[config.mk]
export PLATFORM = sky130hd
export DESIGN_NAME = keypad_entry
export DESIGN_NICKNAME = d
export VERILOG_FILES = /design/src/rtl/keypad_entry.sv
export SDC_FILE = /design/constraint.sdc
export NUM_CORES = 1
export LEC_CHECK = 0
export ABC_AREA = 1
export CELL_PAD_IN_SITES_DETAIL_PLACEMENT = 1
export CELL_PAD_IN_SITES_GLOBAL_PLACEMENT = 1
export CORE_MARGIN = 2
export CORE_UTILIZATION = 35
export DETAILED_ROUTE_END_ITERATION = 6
export PLACE_DENSITY = 0.74
export SYNTH_ARGS = -nofsm -noshare
export SYNTH_HDL_FRONTEND = slang
export SYNTH_SLANG_ARGS = --single-unit
export TNS_END_PERCENT = 10
[constraint.sdc]
create_clock -name clk -period 4.84 [get_ports clk]
set_input_delay 1.452 -clock clk [delete_from_list [all_inputs] [get_ports clk]]
set_output_delay 1.452 -clock clk [all_outputs]
set_load 0.01 [all_outputs]
[src/rtl/keypad_entry.sv]
// Keypad entry stage: synchronises and debounces scanner keys, assembles two decimal
// operands plus an operator, and hands them downstream over req/ack. Macro: ENTRY_BACKSPACE_EN.
module keypad_entry #(
    parameter int W          = 14,
    parameter int MAX_DIGITS = 4,
    parameter int DEB_CYCLES = 65536
) (
    input  logic         clk,
    input  logic         rst_n,
    input  logic [3:0]   key_code,
    input  logic         key_valid,
    input  logic         ack,
    output logic         req,
    output logic [W-1:0] operand_a,
    output logic [W-1:0] operand_b,
    output logic [1:0]   op_code,
    output logic [W-1:0] disp_val,
    output logic         key_evt,
    output logic [3:0]   key_last
);
    localparam int CW  = $clog2(MAX_DIGITS + 1);
    localparam int DCW = $clog2(DEB_CYCLES + 1);
    localparam logic [CW-1:0]  CNT_MAX  = CW'(MAX_DIGITS);
    localparam logic [DCW-1:0] DEB_LAST = DCW'(DEB_CYCLES - 1);

    if ((10 ** MAX_DIGITS) - 1 >= (2 ** W)) begin : g_width_check
        $error("keypad_entry: W too narrow to hold MAX_DIGITS decimal digits");
    end

    typedef enum logic [1:0] {
        S_A   = 2'd0,
        S_B   = 2'd1,
        S_REQ = 2'd2
    } state_t;

    function automatic logic [W-1:0] append_digit(input logic [W-1:0] v, input logic [3:0] d);
        logic [W+3:0] t;
        t = ({4'b0000, v} << 2'd3) + ({4'b0000, v} << 1'b1) + {{W{1'b0}}, d};
        return t[W-1:0];
    endfunction

`ifdef ENTRY_BACKSPACE_EN
    function automatic logic [W-1:0] drop_digit(input logic [W-1:0] v);
        return v / W'(4'd10);
    endfunction
`endif

    logic           key_valid_s1_r, key_valid_s2_r;
    logic [3:0]     key_code_s1_r, key_code_s2_r;
    logic           deb_r, deb_nxt_s;
    logic [DCW-1:0] deb_cnt_r, deb_cnt_nxt_s;
    logic           press_s;
    logic           key_evt_r;
    logic [3:0]     key_last_r;

    state_t         state_r, state_nxt_s;
    logic [W-1:0]   a_r, a_nxt_s, b_r, b_nxt_s, disp_r, disp_nxt_s;
    logic [CW-1:0]  cnt_a_r, cnt_a_nxt_s, cnt_b_r, cnt_b_nxt_s;
    logic [1:0]     op_r, op_nxt_s, op_sel_s;
    logic           req_r, req_nxt_s, clear_s;
    logic           is_digit_s, is_op_s, is_bksp_s;

    // Two-flop synchroniser for the scanner level and code
    always_ff @(posedge clk or negedge rst_n) begin
        if (!rst_n) begin
            key_valid_s1_r <= 1'b0;
            key_valid_s2_r <= 1'b0;
            key_code_s1_r  <= 4'd0;
            key_code_s2_r  <= 4'd0;
        end else begin
            key_valid_s1_r <= key_valid;
            key_valid_s2_r <= key_valid_s1_r;
            key_code_s1_r  <= key_code;
            key_code_s2_r  <= key_code_s1_r;
        end
    end

    // Debounce: the level must disagree for DEB_CYCLES consecutive cycles to flip
    always_comb begin
        deb_nxt_s     = deb_r;
        deb_cnt_nxt_s = deb_cnt_r;
        press_s       = 1'b0;
        if (key_valid_s2_r != deb_r) begin
            if (deb_cnt_r == DEB_LAST) begin
                deb_nxt_s     = key_valid_s2_r;
                deb_cnt_nxt_s = {DCW{1'b0}};
                press_s       = key_valid_s2_r;
            end else begin
                deb_cnt_nxt_s = deb_cnt_r + DCW'(1'b1);
            end
        end else begin
            deb_cnt_nxt_s = {DCW{1'b0}};
        end
    end

    // Debounce state and key event registers
    always_ff @(posedge clk or negedge rst_n) begin
        if (!rst_n) begin
            deb_r      <= 1'b0;
            deb_cnt_r  <= {DCW{1'b0}};
            key_evt_r  <= 1'b0;
            key_last_r <= 4'd0;
        end else begin
            deb_r     <= deb_nxt_s;
            deb_cnt_r <= deb_cnt_nxt_s;
            key_evt_r <= press_s;
            if (press_s) begin
                key_last_r <= key_code_s2_r;
            end else begin
                key_last_r <= key_last_r;
            end
        end
    end

    assign is_digit_s = (key_code_s2_r <= 4'd9);
    assign is_op_s    = (key_code_s2_r >= 4'd10) && (key_code_s2_r <= 4'd13);
    assign is_bksp_s  = (key_code_s2_r == 4'd14);
    // code-10 for codes 10..13 equals the low two bits plus 2, modulo 4
    assign op_sel_s   = key_code_s2_r[1:0] + 2'd2;

    // Operand assembly FSM: next state and datapath
    always_comb begin
        state_nxt_s = state_r;
        a_nxt_s     = a_r;
        b_nxt_s     = b_r;
        cnt_a_nxt_s = cnt_a_r;
        cnt_b_nxt_s = cnt_b_r;
        op_nxt_s    = op_r;
        req_nxt_s   = req_r;
        clear_s     = 1'b0;
        case (state_r)
            S_A: begin
                if (press_s) begin
                    if (is_digit_s) begin
                        if (cnt_a_r < CNT_MAX) begin
                            a_nxt_s     = append_digit(a_r, key_code_s2_r);
                            cnt_a_nxt_s = cnt_a_r + CW'(1'b1);
                        end else begin
                            a_nxt_s = a_r;
                        end
                    end else if (is_op_s) begin
                        op_nxt_s    = op_sel_s;
                        state_nxt_s = S_B;
                    end else if (is_bksp_s) begin
`ifdef ENTRY_BACKSPACE_EN
                        if (cnt_a_r != {CW{1'b0}}) begin
                            a_nxt_s     = drop_digit(a_r);
                            cnt_a_nxt_s = cnt_a_r - CW'(1'b1);
                        end else begin
                            a_nxt_s = a_r;
                        end
`else
                        clear_s = 1'b1;
`endif
                    end else begin
                        state_nxt_s = S_A;
                    end
                end else begin
                    state_nxt_s = S_A;
                end
            end
            S_B: begin
                if (press_s) begin
                    if (is_digit_s) begin
                        if (cnt_b_r < CNT_MAX) begin
                            b_nxt_s     = append_digit(b_r, key_code_s2_r);
                            cnt_b_nxt_s = cnt_b_r + CW'(1'b1);
                        end else begin
                            b_nxt_s = b_r;
                        end
                    end else if (is_op_s) begin
                        if (cnt_b_r == {CW{1'b0}}) begin
                            op_nxt_s = op_sel_s;
                        end else begin
                            op_nxt_s = op_r;
                        end
                    end else if (is_bksp_s) begin
`ifdef ENTRY_BACKSPACE_EN
                        if (cnt_b_r != {CW{1'b0}}) begin
                            b_nxt_s     = drop_digit(b_r);
                            cnt_b_nxt_s = cnt_b_r - CW'(1'b1);
                        end else begin
                            op_nxt_s    = 2'b00;
                            state_nxt_s = S_A;
                        end
`else
                        clear_s = 1'b1;
`endif
                    end else begin
                        if (cnt_b_r != {CW{1'b0}}) begin
                            req_nxt_s   = 1'b1;
                            state_nxt_s = S_REQ;
                        end else begin
                            req_nxt_s = 1'b0;
                        end
                    end
                end else begin
                    state_nxt_s = S_B;
                end
            end
            S_REQ: begin
                // ack takes priority; any key arriving here is dropped
                if (ack) begin
                    clear_s = 1'b1;
                end else begin
                    state_nxt_s = S_REQ;
                end
            end
            default: begin
                clear_s = 1'b1;
            end
        endcase
        disp_nxt_s = (state_nxt_s == S_A) ? a_nxt_s : b_nxt_s;
    end

    // Operand, operator, handshake and display registers
    always_ff @(posedge clk or negedge rst_n) begin
        if (!rst_n) begin
            state_r <= S_A;
            a_r     <= {W{1'b0}};
            b_r     <= {W{1'b0}};
            cnt_a_r <= {CW{1'b0}};
            cnt_b_r <= {CW{1'b0}};
            op_r    <= 2'b00;
            req_r   <= 1'b0;
            disp_r  <= {W{1'b0}};
        end else if (clear_s) begin
            state_r <= S_A;
            a_r     <= {W{1'b0}};
            b_r     <= {W{1'b0}};
            cnt_a_r <= {CW{1'b0}};
            cnt_b_r <= {CW{1'b0}};
            op_r    <= 2'b00;
            req_r   <= 1'b0;
            disp_r  <= {W{1'b0}};
        end else begin
            state_r <= state_nxt_s;
            a_r     <= a_nxt_s;
            b_r     <= b_nxt_s;
            cnt_a_r <= cnt_a_nxt_s;
            cnt_b_r <= cnt_b_nxt_s;
            op_r    <= op_nxt_s;
            req_r   <= req_nxt_s;
            disp_r  <= disp_nxt_s;
        end
    end

    assign req       = req_r;
    assign operand_a = a_r;
    assign operand_b = b_r;
    assign op_code   = op_r;
    assign disp_val  = disp_r;
    assign key_evt   = key_evt_r;
    assign key_last  = key_last_r;

endmodule

Yosys cells after proc, flatten, opt, wreduce, memory -nomap -nowiden
Index checks and enable logic that the tools add are counted.

Input port bits: 8. Output and inout port bits: 50. Flip-flop bits (word level): 86. Word-level logic and storage cells: 122.

Equality and inequality tests: 15. Add/sub/neg operators: 8. Reduce and logical (&&, ||, !) cells: 18. $lt $le $gt $ge: 5. Mux-type cells: 60.

Operator list (number): two-way mux 14 bit (12); two-way mux 2 bit (19); two-way mux 17 bit (2); two-way mux 3 bit (10); adder 14 bit (2); adder 14 x 4 -> 14 bit (2); inequality test 3 bit (second input constant) (7); adder 17 x 1 -> 17 bit (second input constant) (1); == test 17 x 16 -> 1 bit (second input constant) (1); two-way mux 1 bit (14); nonzero test 2 bit (6); <= comparator 4 bit (second input constant) (2); AND reduction 4 bit (2); AND reduction 8 bit (1); adder 3 x 1 -> 3 bit (second input constant) (2); less-than comparator 3 bit (second input constant) (2); inequality test 2 bit (second input constant) (3); case mux 2 bit (3 select lines) (1); nonzero test 3 bit (2); AND reduction 5 bit (1); == test 4 bit (second input constant) (1); greater-or-equal comparator 4 bit (second input constant) (1); logical NOT 2 bit (2); case mux 2 bit (2 select lines) (1); other kinds (9) (9).

Longest topological paths before layout
Word-level depth: 10. Depth in mapped cells: 17. Depth with buffers taken out: 17.

Worst setup path after synthesis
Ideal clock, no wire load.

Kind: register -> register. From: reg b_r[0], in the netlist operand_b[0]. To: reg disp_r[10], in the netlist disp_val[10]. Period minus slack after synthesis: 2.317 ns. Slack: 2.523 ns. Path buffers: 0. Cell stages (with the launch flop): 14. Arrival time: 2.199 ns. Cells stage by stage: dfrtp_1 inv_1 fa_1 fa_1 inv_1 nand3_1 nand2_1 nand2_1 nand2_1 nand2_1 nand2_1 nand4_1 a21oi_1 nor2_1.

Cells in the longest elaborated chain, start to end: 8.

Ends and longest elaborated chain: start: declaration (RTL line 57) `logic [W-1:0] a_r, a_nxt_s, b_r, b_nxt_s, disp_r, disp_nxt_s;`; start signal: assignment (RTL line 221) `b_r <= {W{1'b0}};`; start signal: assignment (RTL line 230) `b_r <= {W{1'b0}};`; start signal: assignment (RTL line 239) `b_r <= b_nxt_s;`; adder 14 bit (RTL line 38) `t = ({4'b0000, v} << 2'd3) + ({4'b0000, v} << 1'b1) + {{W{1'b0}}, d};`; adder 14 x 4 -> 14 bit (RTL line 38); two-way mux 14 bit (RTL line 165) `if (cnt_b_r < CNT_MAX) begin`; two-way mux 14 bit (RTL line 164) `if (is_digit_s) begin`; two-way mux 14 bit (RTL line 163) `if (press_s) begin`; two-way mux 14 bit (RTL line 131) `case (state_r)`; two-way mux 14 bit (RTL line 213) `disp_nxt_s = (state_nxt_s == S_A) ? a_nxt_s : b_nxt_s;`; two-way mux 14 bit (RTL line 227) `end else if (clear_s) begin`; end signal: assignment (RTL line 226) `disp_r <= {W{1'b0}};`; end signal: assignment (RTL line 235) `disp_r <= {W{1'b0}};`; end signal: assignment (RTL line 244) `disp_r <= disp_nxt_s;`; end: declaration (RTL line 57).

No other way between the ends. A chain may end at the register's enable or synchronous reset.

Final worst setup path
From: in ack. To: reg cnt_b_r[1].

Cells in the longest elaborated chain, start to end: 4.

Ends and longest elaborated chain: start: declaration (RTL line 12) `input logic ack,`; two-way mux 1 bit (*) (RTL line 203) `if (ack) begin`; case mux 1 bit (2 select lines) (*) (RTL line 131); nonzero test 2 bit (no source line); AND reduction 4 bit (no source line); end signal: assignment (RTL line 223) `cnt_b_r <= {CW{1'b0}};`; end signal: assignment (RTL line 232) `cnt_b_r <= {CW{1'b0}};`; end signal: assignment (RTL line 241) `cnt_b_r <= cnt_b_nxt_s;`; end: declaration (RTL line 58) `logic [CW-1:0] cnt_a_r, cnt_a_nxt_s, cnt_b_r, cnt_b_nxt_s;`.

Every way passes the cells marked *; elsewhere a longest branch is shown, timed or not.

==> summary.md <==
| Metric | Value |
|---|---|
| Commonest non-fill, non-tap cell in the layout | `nand2_1` |
| Hold-fix buffers, CTS | `0` |
| Fin. Hold Viols | `0` |
| Crit-path max cell delay | `0.47 ns` |
| Clock Latency Late Sink | `0.34 ns` |
| Die Ht | `129 um` |
| Die Wd | `around 130 um` |
| Net Count, Synth | `roughly 770` |
| CP bufs+invs | `2` |
| Clock root cell | `clkbuf_16` |
| Setup TNS | `0 ns` |
| DRC errors left | `0` |
| Worst-Margin Slew | `1.11 ns` |
| H-Tree Level Count | `3` |
| Worst EP required | `~5.1 ns` |
| Remaining global-route overflow | `0` |
| Total Power | `~1400 uW` |
| Fmax | `roughly 320 MHz` |
| Average routed wire per standard cell | `about 16 um` |
| CP Capture Type | `register` |
| Routed Antenna Nets | `0` |
| CP arrival | `3.38 ns` |
| Initial antenna violation count | `0` |
| Max clock buf depth | `2` |
| Max stage delay cell, worst path | `nand3_1` |
| Max-Cap Viols | `0` |
| First-pass GRT wire length | `25,100 um` |
| DR pass1 iterations | `4` |
| Final instance area | `0.00646 sq mm` |
| Final setup viols | `0` |
| Worst min path class | `register to register` |
| Commonest non-fill, non-tap cells in the layout | `nand2_1, inv_1, dfrtp_1` |
| Peak VDD IR | `approximately 130 uV` |
| Max FO, Critical Path | `26` |
| Nets | `826` |
| Mapped Cells | `707` |
| Max_slew headroom | `0.259` |
| Drt total wl | `15,300 um` |
| Met2 usage | `0.331` |
| Detailed-placement wirelength estimate | `between 10,000 and 15,000 um` |
| PostCTS Resize Cnt | `0` |
| Site row count | `45` |
| Num CTS Buffers | `9` |
| Number of global-route vias before repair | `5,128` |
| Share of cells above drive strength 1 | `0.0454` |
| Mapped Area | `between 0.005 and 0.006 sq mm` |
| Starting density of the core | `0.357` |
| GR peak layer | `met2` |
| GR Util met1 | `0.250` |
| DP Cell Count | `approximately 940` |
| I/O pin count | `58` |
| Iter 0 DRT Violations | `approximately 200` |
| Fin crit share | `0.647` |
| Ant. Diodes | `0` |
| Post-Syn Area per Cell | `just under 8 sq um` |
| Post-CTS Setup Inserts | `0` |
| Setup crit start kind | `input pin` |
| Met3 Usage GRT | `0.0237` |
| GR Util All Layers | `0.190` |
| Post-synthesis sequential area ratio | `0.396` |
| Min cycle time layout | `approximately 3.1 ns` |
| CTS clock-pin slew for the worst setup and hold paths | `~0.060 ns` |
| Seq cells post-synth | `86` |
| Largest net degree at the start of global routing | `between 80 and 90` |
| Pwr Density | `between 200 and 250 mW/mm^2` |
| Via/cell ratio | `5.02` |
| CP top delay family | `buffers and inverters` |
| YS warnings | `0` |
| Synth cell types | `35` |
| Detailed-route via count | `between 4k and 5k` |
| Most frequent CP cell | `nand3_1` |
| Placer Congestion | `about 0.84` |
| Slew Limit Fails | `0` |
| CTS tree | `built` |
| Number of clock sinks | `86` |
| Die Area | `between 0.015 and 0.02 sq mm` |
| Port bufs | `57` |
| Crit-path cells | `clkdlybuf4s50_1, nand3_1, nand3_1, buf_4, a21oi_1, nand2_1, o21ai_0` |
| Synth area leaders | `dfrtp_1, nand2_1, ha_1` |
| CP Class | `input pin to register` |
| Share of the synthesized area in the top cell type | `0.396` |
| Post-DP Area | `between 0.006 and 0.007 sq mm` |
| Leading area contributor after synthesis | `dfrtp_1` |
| Worst hold slack | `~0.35 ns` |
| Run status | `finished, final reports clean` |
| Leakage power | `about 0.0034 uW` |
| Synthesis-to-layout area growth | `18.9%` |
| Clock skew | `0.00479 ns` |
| Unrepaired setup endpoints after global routing | `no` |
| Core box area | `0.0152 sq mm` |
| Final Non-Filler Cells | `between 900 and 1k` |
==> report_power, final <==
group | switching (uW) | total (uW) | leakage [uW] | internal (uW)
registers | 5.55 | 731 | 0.00116 | 725
logic | 29.5 | 39.5 | 0.00210 | 10.0
clock network | 287 | 649 | 0.000135 | 362
total | 322 | 1420 | 0.00339 | 1100
==> sequential cells by signal, summed over array words and instances (netlist names) <==
signal	count
key_code_s2_r	4
key_evt	1
operand_a	14
disp_val	14
key_code_s1_r	4
deb_cnt_r	17
state_r	2
key_valid_s1_r	1
key_last	4
req	1
cnt_a_r	3
operand_b	14
key_valid_s2_r	1
deb_r	1
op_code	2
cnt_b_r	3
==> synthesized netlist by cell type (all sizes together) <==
| master | number |
|---|---|
| nand3 | 56 |
| clkbuf | 2 |
| a21o | 1 |
| ha | 48 |
| nand4 | 13 |
| xor2 | 15 |
| nor4 | 3 |
| o21ai | 17 |
| dfrtp | 86 |
| inv | 93 |
| a21oi | 33 |
| nor3 | 6 |
| xnor2 | 9 |
| nor3b | 2 |
| o211ai | 1 |
| nor2 | 88 |
| nand2 | 208 |
| o21bai | 4 |
| a31oi | 3 |
| buf | 9 |
| fa | 4 |
| a41oi | 1 |
| nand3b | 4 |
| and2 | 1 |
==> through the flow <==
step / setup WS (ns) / util
finish: 1.71 / 0.425
global route: 1.58 / 0.425
CTS: 1.69 / 0.425
detailed placement: 1.35 / 0.407
global placement: 1.49 / 0.407
floorplan: 2.52 / -
==> cell type report <==
type | count | area, sq um
tap | 188 | 235
sequential | 86 | 2150
clock inverter | 5 | 35.0
multi-input combinational | 517 | 2860
inverter | 93 | 349
clock buffer | 11 | 243
fill | 1902 | 8740
timing repair buffer | 59 | 583
==> layer usage <==
| layer | routed length, um | share of wire | vias to the layer above |
|---|---|---|---|
| li1 | - | - | 2372 |
| met1 | 7110 | 0.47 | 2372 |
| met2 | 7560 | 0.49 | 59 |
| met3 | 422 | 0.028 | 15 |
| met4 | 188 | 0.012 | 0 |
| met5 | 0 | 0 | - |
==> path summary, 6_finish.rpt <==
| check | endpoint | depth (start not counted) | slack, ns | from |
|---|---|---|---|---|
| min in group asynchronous | key_last[2] | 1 | 1.28 | rst_n |
| worst min register to register | key_code_s2_r[1] | 0 | 0.35 | key_code_s1_r[1] |
| worst min-delay path | key_code_s2_r[1] | 0 | 0.35 | key_code_s1_r[1] |
| max in group asynchronous | operand_a[13] | 1 | 2.80 | rst_n |
| worst max-delay path | cnt_b_r[1] | 7 | 1.71 | ack |
| worst max register to register | cnt_b_r[1] | 11 | 2.09 | deb_cnt_r[0] |
==> logic make-up (layout without fill, tap and decap cells) <==
logic type,count (synthesis),in the layout,share of synthesized area
AO/OA/AOI/OAI,60,60,0.0608
XOR/XNOR,24,24,0.0387
adder cells (fa/ha/maj),52,52,0.125
AND/OR/NAND/NOR,381,381,0.302
flip-flops,86,86,0.396
buffers and inverters,104,168,0.0772
==> worst register-to-register path, delay by kind of cell, from the launching register on <==
| family | cells | cell delay, ns |
|---|---|---|
| AO/OA/AOI/OAI | 2 | 0.23 |
| adder cells (fa/ha/maj) | 1 | 0.19 |
| buffers and inverters | 1 | 0.41 |
| flip-flops | 1 | 0.37 |
| AND/OR/NAND/NOR | 7 | 1.40 |
Power figures use the tool's default switching activity.
